==> config.mk <==
export PLATFORM = sky130hd
export DESIGN_NAME = uart_bus_bridge
export DESIGN_NICKNAME = d
export VERILOG_FILES = /design/src/rtl/uart_bus_bridge.sv
export SDC_FILE = /design/constraint.sdc
export NUM_CORES = 1
export LEC_CHECK = 0
export BUFFER_PORTS_ARGS = -buffer_cell sky130_fd_sc_hd__buf_4
export CAP_MARGIN = 20
export CORE_MARGIN = 2
export CORE_UTILIZATION = 51
export CTS_BUF_LIST = sky130_fd_sc_hd__clkbuf_4
export CTS_CLUSTER_DIAMETER = 40
export DETAILED_ROUTE_END_ITERATION = 10
export PLACE_DENSITY = 0.79
export SYNTH_ARGS = -nofsm -noshare
export SYNTH_HDL_FRONTEND = slang
export SYNTH_SLANG_ARGS = --single-unit
==> constraint.sdc <==
create_clock -name clk -period 3.7 [get_ports clk]
set_input_delay 0.37 -clock clk [delete_from_list [all_inputs] [get_ports clk]]
set_output_delay 0.37 -clock clk [all_outputs]
set_load 0.02 [all_outputs]
==> src/rtl/uart_bus_bridge.sv <==
// rtl/uart_bus_bridge.sv - UART command frames to single-word system bus writes/reads
module uart_bus_bridge #(
    parameter int unsigned TIMEOUT_CYCLES = 1000000,
    parameter logic [7:0]  ACK_BYTE       = 8'h4B,
    parameter logic [7:0]  NAK_BYTE       = 8'h3F
) (
    input  logic        clk,
    input  logic        rst,
    input  logic        rx_valid,
    input  logic [7:0]  rx_data,
    output logic        tx_valid,
    output logic [7:0]  tx_data,
    input  logic        tx_ready,
    output logic        bus_req,
    input  logic        bus_gnt,
    output logic        system_bus_en,
    output logic        system_bus_rdwr,
    output logic [3:0]  system_bus_mask,
    output logic [31:0] system_bus_addr,
    output logic [31:0] system_bus_wr_data,
    input  logic [31:0] system_bus_rd_data,
    output logic        busy,
    output logic        rx_overrun
);

    localparam int unsigned TW = $clog2(TIMEOUT_CYCLES) + 1;
    localparam logic [7:0] CMD_WR = 8'h57;
    localparam logic [7:0] CMD_RD = 8'h52;

    typedef enum logic [3:0] {
        S_IDLE,
        S_ADDR,
        S_DATA,
        S_REQ,
        S_ACCESS,
        S_RWAIT,
        S_ACK,
        S_NAK,
        S_RESP
    } state_t;

    state_t        r_state;
    state_t        w_next;
    logic          r_is_wr;
    logic [31:0]   r_addr;
    logic [31:0]   r_wdata;
    logic [31:0]   r_rdata;
    logic [1:0]    r_cnt;
    logic [TW-1:0] r_tcnt;
    logic          r_overrun;

    logic          w_is_cmd;
    logic          w_timeout;
    logic          w_rx_blocked;
    logic [7:0]    w_rbyte;

    assign w_is_cmd  = (rx_data == CMD_WR) || (rx_data == CMD_RD);
    assign w_timeout = !rx_valid && (r_tcnt == TW'(TIMEOUT_CYCLES - 1));
    assign w_rbyte   = 8'(r_rdata >> {r_cnt, 3'b000});
    // Bytes can only be taken while collecting a frame (IDLE/ADDR/DATA).
    assign w_rx_blocked = (r_state != S_IDLE) && (r_state != S_ADDR) && (r_state != S_DATA);

    assign system_bus_addr    = {r_addr[31:2], 2'b00};
    assign system_bus_wr_data = r_wdata;
    assign busy               = (r_state != S_IDLE);
    assign rx_overrun         = r_overrun;

    always_ff @(posedge clk or posedge rst) begin
        if (rst) begin
            r_state <= S_IDLE;
        end else begin
            r_state <= w_next;
        end
    end

    always_comb begin
        w_next          = r_state;
        tx_valid        = 1'b0;
        tx_data         = 8'h00;
        bus_req         = 1'b0;
        system_bus_en   = 1'b0;
        system_bus_rdwr = 1'b0;
        system_bus_mask = 4'h0;
        case (r_state)
            S_IDLE: begin
                if (rx_valid) begin
                    w_next = w_is_cmd ? S_ADDR : S_NAK;
                end
            end
            S_ADDR: begin
                if (rx_valid && (r_cnt == 2'd3)) begin
                    w_next = r_is_wr ? S_DATA : S_REQ;
                end else if (w_timeout) begin
                    w_next = S_IDLE;
                end
            end
            S_DATA: begin
                if (rx_valid && (r_cnt == 2'd3)) begin
                    w_next = S_REQ;
                end else if (w_timeout) begin
                    w_next = S_IDLE;
                end
            end
            S_REQ: begin
                bus_req = 1'b1;
                if (bus_gnt) begin
                    w_next = S_ACCESS;
                end
            end
            S_ACCESS: begin
                bus_req         = 1'b1;
                system_bus_en   = 1'b1;
                system_bus_rdwr = r_is_wr;
                system_bus_mask = 4'hF;
                w_next          = r_is_wr ? S_ACK : S_RWAIT;
            end
            S_RWAIT: begin
                bus_req = 1'b1;
                w_next  = S_RESP;
            end
            S_ACK: begin
                tx_valid = 1'b1;
                tx_data  = ACK_BYTE;
                if (tx_ready) begin
                    w_next = S_IDLE;
                end
            end
            S_NAK: begin
                tx_valid = 1'b1;
                tx_data  = NAK_BYTE;
                if (tx_ready) begin
                    w_next = S_IDLE;
                end
            end
            S_RESP: begin
                tx_valid = 1'b1;
                tx_data  = w_rbyte;
                if (tx_ready && (r_cnt == 2'd3)) begin
                    w_next = S_IDLE;
                end
            end
            default: w_next = S_IDLE;
        endcase
    end

    // r_cnt wraps to 0 after each 4-byte field, so it is already cleared for the next phase.
    always_ff @(posedge clk or posedge rst) begin
        if (rst) begin
            r_is_wr   <= 1'b0;
            r_addr    <= 32'h0;
            r_wdata   <= 32'h0;
            r_rdata   <= 32'h0;
            r_cnt     <= 2'd0;
            r_tcnt    <= '0;
            r_overrun <= 1'b0;
        end else begin
            if (rx_valid && w_rx_blocked) begin
                r_overrun <= 1'b1;
            end
            case (r_state)
                S_IDLE: begin
                    if (rx_valid && w_is_cmd) begin
                        r_is_wr <= (rx_data == CMD_WR);
                        r_cnt   <= 2'd0;
                        r_tcnt  <= '0;
                    end
                end
                S_ADDR: begin
                    if (rx_valid) begin
                        r_addr <= {rx_data, r_addr[31:8]};
                        r_cnt  <= r_cnt + 2'd1;
                        r_tcnt <= '0;
                    end else begin
                        r_tcnt <= r_tcnt + 1'b1;
                    end
                end
                S_DATA: begin
                    if (rx_valid) begin
                        r_wdata <= {rx_data, r_wdata[31:8]};
                        r_cnt   <= r_cnt + 2'd1;
                        r_tcnt  <= '0;
                    end else begin
                        r_tcnt <= r_tcnt + 1'b1;
                    end
                end
                S_RWAIT: begin
                    r_rdata <= system_bus_rd_data;
                end
                S_RESP: begin
                    if (tx_ready) begin
                        r_cnt <= r_cnt + 2'd1;
                    end
                end
                default: ;
            endcase
        end
    end

endmodule

* Yosys cells after proc, flatten, opt, wreduce, memory -nomap -nowiden
Cells that the tools add are included.
** Storage, ports and cells
- Logic and storage cells :: 79
- Flip-flop bits (word level) :: 125
** Operators by class
- Muxes and demuxes :: 24
- Shifts and indexed selects :: 1
- Reduce and logical (&&, ||, !) cells :: 23
- Equality and inequality tests :: 21
- Add/sub/neg operators :: 2
** Operators by type and width (number)
- 21-bit 2-to-1 mux :: 2
- 21-bit case mux with 2 select lines :: 1
- 4-bit 2-to-1 mux :: 8
- 4-bit case mux with 8 select lines :: 1
- 32-bit by 5-bit right shift with 8-bit output :: 1
- 8-bit case mux with 3 select lines :: 1
- 21-bit by 1-bit adder with 21-bit output (second input constant) :: 1
- 21-bit by 20-bit == test with 1-bit output (second input constant) :: 1
- 4-bit by 3-bit == test with 1-bit output (second input constant) :: 4
- 8-bit by 7-bit == test with 1-bit output (second input constant) :: 2
- 2-bit != test (second input constant) :: 5
- 4-bit by 2-bit == test with 1-bit output (second input constant) :: 2
- 2-bit 2-to-1 mux :: 4
- 2-bit AND reduction :: 4
- 4-bit AND reduction :: 2
- 1-bit logical AND :: 7
- 2-bit case mux with 3 select lines :: 1
- 3-bit OR reduction :: 2
- 1-bit 2-to-1 mux :: 5
- 4-bit by 1-bit == test with 1-bit output (second input constant) :: 1
- 4-bit == test (second input constant) :: 1
- 4-bit zero test :: 1
- 2-bit by 1-bit != test with 1-bit output (second input constant) :: 2
- 4-bit by 1-bit != test with 1-bit output (second input constant) :: 1
- 10 further kinds :: 11

* Logic depth before layout (Yosys ltp)
Gate-level depths: netlist of the first run.
- Depth in word-level cells :: 5
- Mapped depth :: 8
- Depth with buffers taken out :: 6

* Worst setup path after synthesis of the first run
Ideal clock, no wire load.
- Path type :: reg2out
- From :: register r_state[3]
- To :: output tx_data[0]
- Data required time :: 3.330 ns
- Data arrival time :: 1.606 ns
- Buffers on the path :: 2
- Slack :: 1.724 ns
- Cell stages (with the launch flop) :: 6
- Path through :: dfrtp_1 -> buf_2 -> buf_1 -> nor2b_1 -> nand2_1 -> o21ai_0
** On the way
- Cells in the longest elaborated chain, start to end :: 2
- Elaborated cells on any way between the ends :: 4
- Classes of those cells :: eq/ne: 3; mux: 1
** Ends and longest elaborated chain
- start: declaration :: RTL line 42 : state_t r_state;
- start signal: assignment :: RTL line 72 : r_state <= w_next;
- 4-bit == test / 4-bit by 3-bit == test with 1-bit output (equally long branches) :: RTL line 84 : case (r_state)
- 8-bit case mux with 3 select lines * :: RTL line 84
- end: declaration :: RTL line 12 : output logic [7:0] tx_data,
Every way passes the cells marked *; elsewhere a longest branch is shown, timed or not.

* Worst setup path in the final report of the first run
- From :: register r_state[1]
- To :: output tx_data[3]
Same word-level chain as after synthesis.

==> impl_metrics.csv, run 1 <==
group,metric,value,unit
status,status,"complete, no violations",
power,leakage,3.31,nW
grt,grt_pass1_wl,19900,µm
placement,port_buffers,124,
grt,overflow,0,
layout,synthToLayoutAreaGrowth,23.0,%
floorplanning,die-area,0.0119,mm²
grt,grt_pass1_vias,4069,
grt,grtUsageTotal,22.2,%
power,intPower,3.59,mW
power,swShare,39.7,%
power,clockPowerShare,16.0,%
clock_network,cts_buffers,17,
synthesis,synth_seq_cells,123,
clock_network,htree_num_levels,4,
route,ant_nets,0,
floorplanning,start_util,52.2,%
route,vias,4080,
clock_network,clk_latency,0.54,ns
synthesis,yosysSeqAreaShare,54.6,%
power,power_frac_comb,44.4,%
route,wire_per_inst,17.2,µm
route,drc,0,
route,drtIter0Drc,188,
worst_setup_path,end_kind,"output port",
power,p_seq_share,39.5,%
clock_network,clk_pin_slew_worst_paths,0.11,ns
layout,antennaDiodeCount,0,
sta,rsz0062_at_grt,"no",
synthesis,yosysWarnings,0,
sta,maxSlewViolCount,0,
floorplanning,die_width,109,µm
layout,layout-drive-gt1-share,46.0,%
sta,fmax,334,MHz
synthesis,yosys_most_used_dff,"dfrtp_1",
worst_setup_path,arrival,2.62,ns
sta,setup_tns,0,ns
synthesis,ys_async_sr_fraction,100,%
grt,antenna_found_initial,0,
floorplanning,core_area,0.0108,mm²
placement,place_hpwl,8890,µm
floorplanning,ioPinCount,127,
job,cap_violations,0,
placement,dpl.cell_count,689,
grt,grtUsageMet1,26.4,%
route,via_per_inst,5.64,
clock_network,cts_root_buf,"clkbuf_4",
worst_setup_path,cp_max_fo,18,
layout,fillers,836,
layout,nNetsFinal,617,
grt,grt_max_degree,66,
synthesis,synth.cell_area,0.00564,mm²
worst_setup_path,worstSetupStartpointType,"register",
hold_path,hold_class,"primary input to register",
layout,stdcell_count,723,
placement,gp_congestion,0.855,
layout,layout_commonest_cell,"buf_4",
clock_network,post_cts_resized,0,
sta,whs,0.0467,ns
grt,met3_usage,7.41,%
sta,finalHoldViolations,0,
sta,worst_pin_slew,0.819,ns
worst_setup_path,crit_type,"register to output port",
grt,use_met2,37.2,%
route,firstDrtPassIters,5,
sta,skew,0.0134,ns
synthesis,synth.avg_cell_area,12.4,µm²
synthesis,synth_edf_count,0,
clock_network,cts_tree,"done",
synthesis,synth_cell_types,55,
route,drt_wl_total,12400,µm
sta,finalSetupViolations,0,
power,power_density,860,mW/mm²
sta,relSlewSlack,45.0,%
layout,final_cell_mix,"buf_4, dfrtp_1, mux2_2",
grt,busiest_layer,"met2",
sta,period_share,80.9,%
floorplanning,std_cell_rows,38,
power,irDropWorstVdd,0.430,mV
floorplanning,die_height,109,µm
synthesis,syn-instance-count,453,
clock_network,clockBufferDepth,2,
worst_setup_path,worst_ep_required_time,3.33,ns
clock_network,cts.sinks,123,
sta,period_minus_slack,2.99,ns
power,switchingPower,2.36,mW
==> per-layer routing <==
metal | share of wire (%) | up-vias | routed length (µm)
met5 | 0 | - | 0
met4 | 1.9 | 0 | 235
met3 | 6.1 | 27 | 754
met2 | 52 | 135 | 6430
met1 | 40 | 2043 | 5020
li1 | - | 1875 | -
==> sequential cells by signal, summed over array words and instances, names as in the netlist <==
signal,count
r_tcnt,21
rx_overrun,1
r_cnt,2
r_is_wr,1
r_rdata,32
r_state,4
system_bus_wr_data,32
r_addr,30
==> power by group through the flow <==
| stage | clock network, mW | registers [mW] | logic [mW] |
|---|---|---|---|
| after floorplan | 0 | 2.51 | 1.56 |
| after global placement | 0 | 2.33 | 2.58 |
| after detailed placement | 0 | 2.38 | 2.65 |
| after CTS | 0.986 | 2.35 | 2.66 |
| after global routing | 1.04 | 2.43 | 2.83 |
| final | 0.955 | 2.36 | 2.65 |
==> area by class of cell <==
cell class	count	area [µm²]	area share (%)
sequential	123	3080	44.4
multi-input combinational	288	2340	33.8
timing repair buffer	129	1000	14.5
tap	140	175	2.53
clock inverter	15	163	2.35
clock buffer	17	128	1.84
inverter	11	43.8	0.632
==> final timing paths <==
path,depth (start not counted),slack [ns],endpoint,from
worst max-delay path,4,0.71,tx_data[3],r_state[1]
worst min-delay path,2,0.05,r_rdata[23],system_bus_rd_data[23]
worst max register to register,3,1.50,r_tcnt[9],r_state[1]
worst min register to register,1,0.47,rx_overrun,rx_overrun
max in group asynchronous,4,2.37,system_bus_wr_data[20],rst
min in group asynchronous,3,0.53,r_addr[7],rst
==> kinds of logic (layout without fill, tap and decap cells) <==
group,count (synthesis),count (layout),synth area share (%)
compound gates,61,61,7.13
xor+xnor,13,13,2.02
fa+ha+maj,2,2,0.444
buf+inv,43,172,3.91
flops,123,123,54.6
mux,101,101,21.8
other cells,1,2,0.0665
simple gates,109,109,10.1
==> synth_stat cells (2+ instances only) <==
library cell | n | area [µm²]
nand2b_1 | 3 | 18.8
mux2_2 | 91 | 1020
dfrtp_1 | 123 | 3080
nand4_1 | 13 | 81.3
o21ai_0 | 25 | 125
o22ai_1 | 4 | 25.0
buf_2 | 11 | 55.1
nand2_1 | 20 | 75.1
and4_1 | 2 | 17.5
inv_1 | 11 | 41.3
mux4_2 | 8 | 180
a21oi_1 | 9 | 45.0
a21o_1 | 2 | 15.0
nand3_1 | 10 | 50.1
and3_1 | 9 | 56.3
buf_4 | 6 | 45.0
a22oi_1 | 2 | 15.0
clkbuf_1 | 9 | 33.8
nor2b_1 | 3 | 18.8
xor2_1 | 12 | 105
a31oi_1 | 4 | 25.0
nor2_1 | 28 | 105
buf_1 | 3 | 11.3
ha_1 | 2 | 25.0
nand3b_1 | 2 | 15.0
nor3_1 | 7 | 35.0
o31ai_1 | 2 | 15.0
buf_6 | 3 | 33.8
nor3b_1 | 2 | 15.0
nor4_1 | 2 | 12.5
==> metrics by stage <==
step	setup WS, ns	cell area, µm²	power (mW)	util [%]
after floorplan	0.0591	5640	4.07	-
after CTS	0.697	6900	6.00	64.0
after global placement	1.33	6600	4.90	61.2
after detailed placement	1.21	6600	5.03	61.2
after global routing	0.512	6930	6.31	64.2
final	0.708	6930	5.96	64.2
==> timing repair <==
action / CTS / global route
buffers inserted: 0 / 0
endpoints found under the hold margin: 45 / 0
hold buffers: 1 / 0
==> critical path, stage by stage (launching register included) <==
cell     delay [ns]
dfrtp_1        0.63
nor2_1         0.65
nand2_1        0.36
o21ai_0        0.28
buf_4          0.18
Power figures use the tool's default switching activity.
==> inputs of run 2 (changes only) <==
--- a/config.mk
+++ b/config.mk
@@ -8,11 +8,11 @@
 export BUFFER_PORTS_ARGS = -buffer_cell sky130_fd_sc_hd__buf_4
 export CAP_MARGIN = 20
 export CORE_MARGIN = 2
-export CORE_UTILIZATION = 51
+export CORE_UTILIZATION = 56
 export CTS_BUF_LIST = sky130_fd_sc_hd__clkbuf_4
 export CTS_CLUSTER_DIAMETER = 40
 export DETAILED_ROUTE_END_ITERATION = 10
-export PLACE_DENSITY = 0.79
+export PLACE_DENSITY = 0.82
 export SYNTH_ARGS = -nofsm -noshare
 export SYNTH_HDL_FRONTEND = slang
 export SYNTH_SLANG_ARGS = --single-unit
==> constraint.sdc (replaced) <==
create_clock -name clk -period 3 [get_ports clk]
set_input_delay 0.3 -clock clk [delete_from_list [all_inputs] [get_ports clk]]
set_output_delay 0.3 -clock clk [all_outputs]
set_load 0.02 [all_outputs]
==> impl_metrics.csv, run 2 (synthesis results as in run 1) <==
group,metric,value,unit
floorplanning,die_height,104,µm
power,switchingPower,3.00,mW
power,power_density,1020,mW/mm²
clock_network,htree_num_levels,4,
sta,fmax,360,MHz
grt,grt_max_degree,46,
clock_network,cts_tree,"done",
sta,period_share,92.6,%
worst_setup_path,crit_type,"register to output port",
route,firstDrtPassIters,5,
floorplanning,ioPinCount,127,
power,power_frac_comb,44.7,%
grt,grtUsageTotal,26.0,%
floorplanning,start_util,57.7,%
sta,rsz0062_at_grt,"no",
clock_network,cts_root_buf,"clkbuf_4",
route,drt_wl_total,13500,µm
layout,layout-drive-gt1-share,43.4,%
grt,antenna_found_initial,0,
power,leakage,3.48,nW
power,clockPowerShare,16.1,%
layout,antennaDiodeCount,0,
job,cap_violations,0,
route,ant_nets,0,
placement,place_hpwl,8470,µm
floorplanning,die-area,0.0109,mm²
power,swShare,40.2,%
sta,skew,0.0170,ns
floorplanning,core_area,0.00977,mm²
floorplanning,std_cell_rows,36,
clock_network,cts_setup_buffers,0,
worst_setup_path,end_kind,"output port",
route,wire_per_inst,17.9,µm
status,status,"complete, no violations",
sta,maxSlewViolCount,0,
grt,grt_pass1_wl,22000,µm
worst_setup_path,cp_max_fo,18,
floorplanning,die_width,104,µm
placement,gp_congestion,0.897,
route,via_per_inst,5.64,
sta,relSlewSlack,39.0,%
worst_setup_path,worst_ep_required_time,2.70,ns
worst_setup_path,arrival,2.48,ns
clock_network,clk_latency,0.56,ns
sta,worst_pin_slew,0.914,ns
layout,nNetsFinal,658,
sta,finalHoldViolations,0,
power,irDropWorstVdd,0.732,mV
power,intPower,4.47,mW
layout,layout_commonest_cell,"buf_4",
route,drtIter0Drc,322,
clock_network,clockBufferDepth,2,
clock_network,clk_pin_slew_worst_paths,0.12,ns
layout,final_cell_mix,"buf_4, dfrtp_1, mux2_2",
layout,fin_area,0.00732,mm²
placement,place_area,0.00662,mm²
route,vias,4267,
route,drc,0,
worst_setup_path,worstSetupStartpointType,"register",
clock_network,cts_buffers,17,
power,p_seq_share,39.2,%
grt,grt_pass1_vias,4321,
layout,final_core_util,74.8,%
hold_path,hold_class,"primary input to register",
sta,finalSetupViolations,0,
sta,setup_tns,0,ns
placement,port_buffers,124,
clock_network,cts.sinks,123,
layout,synthToLayoutAreaGrowth,29.8,%
sta,period_minus_slack,2.78,ns
grt,overflow,0,
-- run 2: cell count changes in the layout (fill, tap and decap cells not counted) --
cell | previous run | this run
buf_16 | 1 | 0
buf_4 | 126 | 129
clkinv_4 | 3 | 4
dlygate4sd3_1 | 1 | 40
inv_4 | 1 | 0
inv_6 | 4 | 3
inv_8 | 1 | 2
nor2_1 | 28 | 27
nor2_2 | 0 | 1
-- run 2: per-stage QoR --
stage | cells | power, mW | setup slack, ns | hold slack (ns)
after global placement | 685 | 6.04 | 0.913 | 0.464
after floorplan | 454 | 5.02 | 1.09 | 0.435
after global routing | 757 | 7.88 | 0.0942 | 0.0499
final | 757 | 7.47 | 0.223 | 0.0704
after detailed placement | 685 | 6.17 | 0.788 | 0.454
after CTS | 757 | 7.42 | 0.146 | 0.0421
-- run 2: layer usage --
metal	up-vias	GRT usage (%)	routed length, µm
li1	1946	-	-
met1	2113	32.3	5530
met2	177	43.0	6940
met3	31	7.46	759
met4	0	10.4	318
met5	-	0	0
-- run 2: area by class of cell --
class | instances | area, µm²
sequential | 123 | 3080
fill | 609 | 2460
multi-input combinational | 288 | 2340
timing repair buffer | 170 | 1390
clock inverter | 15 | 166
tap | 133 | 166
clock buffer | 17 | 128
inverter | 11 | 45.0
-- run 2: worst max-delay path, cell delays in order, from the launching register on --
cell and delay [ns]:
dfrtp_1 0.62, nor2_2 0.47, nand2_1 0.31, o21ai_0 0.32
buf_4 0.19
-- run 2: path summary, 6_finish.rpt --
kind	start	to	slack, ns	cells past startpoint
min reg2reg	rx_overrun	rx_overrun	0.47	1
max in group asynchronous	rst	r_addr[24]	1.77	4
max reg2reg	r_state[2]	r_rdata[21]	0.84	5
max	r_state[1]	tx_data[1]	0.22	4
min in group asynchronous	rst	r_addr[3]	0.48	3
min	rx_data[0]	system_bus_wr_data[24]	0.07	3
-- run 2: power by group through the flow --
stage	clock network [mW]	logic, mW	registers, mW
floorplan	0	1.92	3.10
global placement	0	3.17	2.87
CTS	1.23	3.30	2.89
finish	1.21	3.34	2.93
detailed placement	0	3.24	2.92
global route	1.31	3.56	3.02
-- run 2: what timing repair did --
item / 4_1_cts / 5_1_grt
endpoints found under the setup margin: 0 / 6
hold endpoints to repair: 86 / 0
resized for setup: 0 / 1
hold buffers: 40 / 0
==> inputs of run 3 (changes only) <==
--- a/config.mk
+++ b/config.mk
@@ -7,6 +7,7 @@
 export LEC_CHECK = 0
 export BUFFER_PORTS_ARGS = -buffer_cell sky130_fd_sc_hd__buf_4
 export CAP_MARGIN = 20
+export CORE_ASPECT_RATIO = 1.5
 export CORE_MARGIN = 2
 export CORE_UTILIZATION = 56
 export CTS_BUF_LIST = sky130_fd_sc_hd__clkbuf_4
==> impl_metrics.csv, run 3 (synthesis results as in run 1) <==
group,metric,value,unit
status,status,"complete, no violations",
sta,fmax,388,MHz
clock_network,cts_buffers,17,
grt,antenna_found_initial,0,
power,irDropWorstVdd,0.698,mV
sta,setup_tns,0,ns
layout,final_core_util,74.5,%
worst_setup_path,cp_cell_sequence,"nor2_2, nand2_1, o21ai_0, buf_4",
worst_setup_path,worst_ep_required_time,2.70,ns
grt,grt_max_degree,124,
floorplanning,die_height,127,µm
placement,place_hpwl,8320,µm
placement,place_area,0.00659,mm²
clock_network,cts_setup_buffers,0,
grt,grt_pass1_wl,20300,µm
clock_network,clk_latency,0.52,ns
worst_setup_path,cp_top_family,"simple AND/OR/NAND/NOR gates",
floorplanning,die_width,85.9,µm
sta,worst_pin_slew,0.817,ns
route,drt_wl_total,12400,µm
sta,relSlewSlack,45.1,%
route,via_per_inst,5.67,
clock_network,clk_pin_slew_worst_paths,0.11,ns
job,cap_violations,0,
layout,synthToLayoutAreaGrowth,28.8,%
route,ant_nets,0,
floorplanning,std_cell_rows,44,
worst_setup_path,timing.critical_path.buf_inv,1,
sta,finalSetupViolations,0,
sta,finalHoldViolations,0,
power,leakage,3.46,nW
clock_network,cts_root_buf,"clkbuf_4",
worst_setup_path,worstSetupStartpointType,"register",
layout,fillers,653,
layout,fin_area,0.00726,mm²
layout,antennaDiodeCount,0,
placement,gp_congestion,1.00,
worst_setup_path,crit_slowest_cell,"dfrtp_1",
clock_network,cts.sinks,123,
route,vias,4168,
grt,grtUsageTotal,23.9,%
route,drc,0,
grt,grt_pass1_vias,4251,
grt,overflow,0,
floorplanning,die-area,0.0109,mm²
layout,multi_input_area,0.00234,mm²
sta,rsz0062_at_grt,"no",
layout,layout_commonest_cell,"buf_4",
clock_network,clockBufferDepth,2,
sta,period_share,85.9,%
floorplanning,core_area,0.00974,mm²
route,firstDrtPassIters,4,
worst_setup_path,cp_max_fo,18,
worst_setup_path,arrival,2.28,ns
layout,final-seq-area,0.00308,mm²
route,drtIter0Drc,194,
sta,period_minus_slack,2.58,ns
floorplanning,start_util,57.8,%
layout,nNetsFinal,654,
layout,layout-drive-gt1-share,43.1,%
floorplanning,ioPinCount,127,
route,wire_per_inst,16.9,µm
clock_network,htree_num_levels,4,
placement,port_buffers,124,
hold_path,hold_class,"primary input to register",
layout,final_cell_mix,"buf_4, dfrtp_1, mux2_2",
worst_setup_path,slowest_delay,0.61,ns
sta,skew,0.0161,ns
sta,maxSlewViolCount,0,
clock_network,cts_tree,"done",
sta,whs,0.0471,ns
worst_setup_path,end_kind,"output port",
worst_setup_path,crit_type,"register to output port",
power,power_density,1020,mW/mm²
## run 3: area by class of cell
cell class,count,area share (%)
Tap cell,115,1.98
Inverter,11,0.620
Clock buffer,17,1.76
Multi-Input combinational cell,288,32.3
Sequential cell,123,42.4
Timing Repair Buffer,166,18.6
Clock inverter,15,2.36
## run 3: report_power, final
group	total [mW]	switching [mW]	internal, mW
Sequential	2.89	0.585	2.31
Clock	1.21	0.634	0.578
Combinational	3.30	1.65	1.65
## run 3: final timing paths
kind	startpoint	endpoint	slack [ns]	cells after the start
hold reg to reg	r_rdata[23]	r_rdata[23]	0.50	1
setup / recovery	r_state[1]	tx_data[1]	0.42	4
min in group asynchronous	rst	r_addr[10]	0.51	4
hold / removal	rx_data[3]	system_bus_wr_data[27]	0.05	2
setup reg to reg	r_state[1]	r_tcnt[9]	0.87	5
max in group asynchronous	rst	r_tcnt[20]	1.99	4
## run 3: repair_timing
item / CTS / global route
hold buffers: 37 / 0
setup endpoints to repair: 0 / 1
resized for setup: 0 / 1
hold endpoints to repair: 161 / 0
## run 3: per-layer routing
| layer | GRT usage (%) | vias to the layer above | wire length [µm] |
|---|---|---|---|
| li1 | - | 1949 | - |
| met1 | 27.8 | 2034 | 4750 |
| met2 | 41.3 | 166 | 6590 |
| met4 | 8.68 | 0 | 226 |
| met3 | 7.03 | 19 | 850 |
| met5 | 0 | - | 0 |
## run 3: metrics by stage
| step | cells | power, mW | worst slack (ns) |
|---|---|---|---|
| 3_5_place_dp | 666 | 6.16 | 0.855 |
| 5_1_grt | 735 | 7.83 | 0.247 |
| 2_1_floorplan | 454 | 5.02 | 1.09 |
| 3_3_place_gp | 666 | 6.03 | 0.926 |
| 4_1_cts | 735 | 7.41 | 0.245 |
| 6_report | 735 | 7.40 | 0.424 |
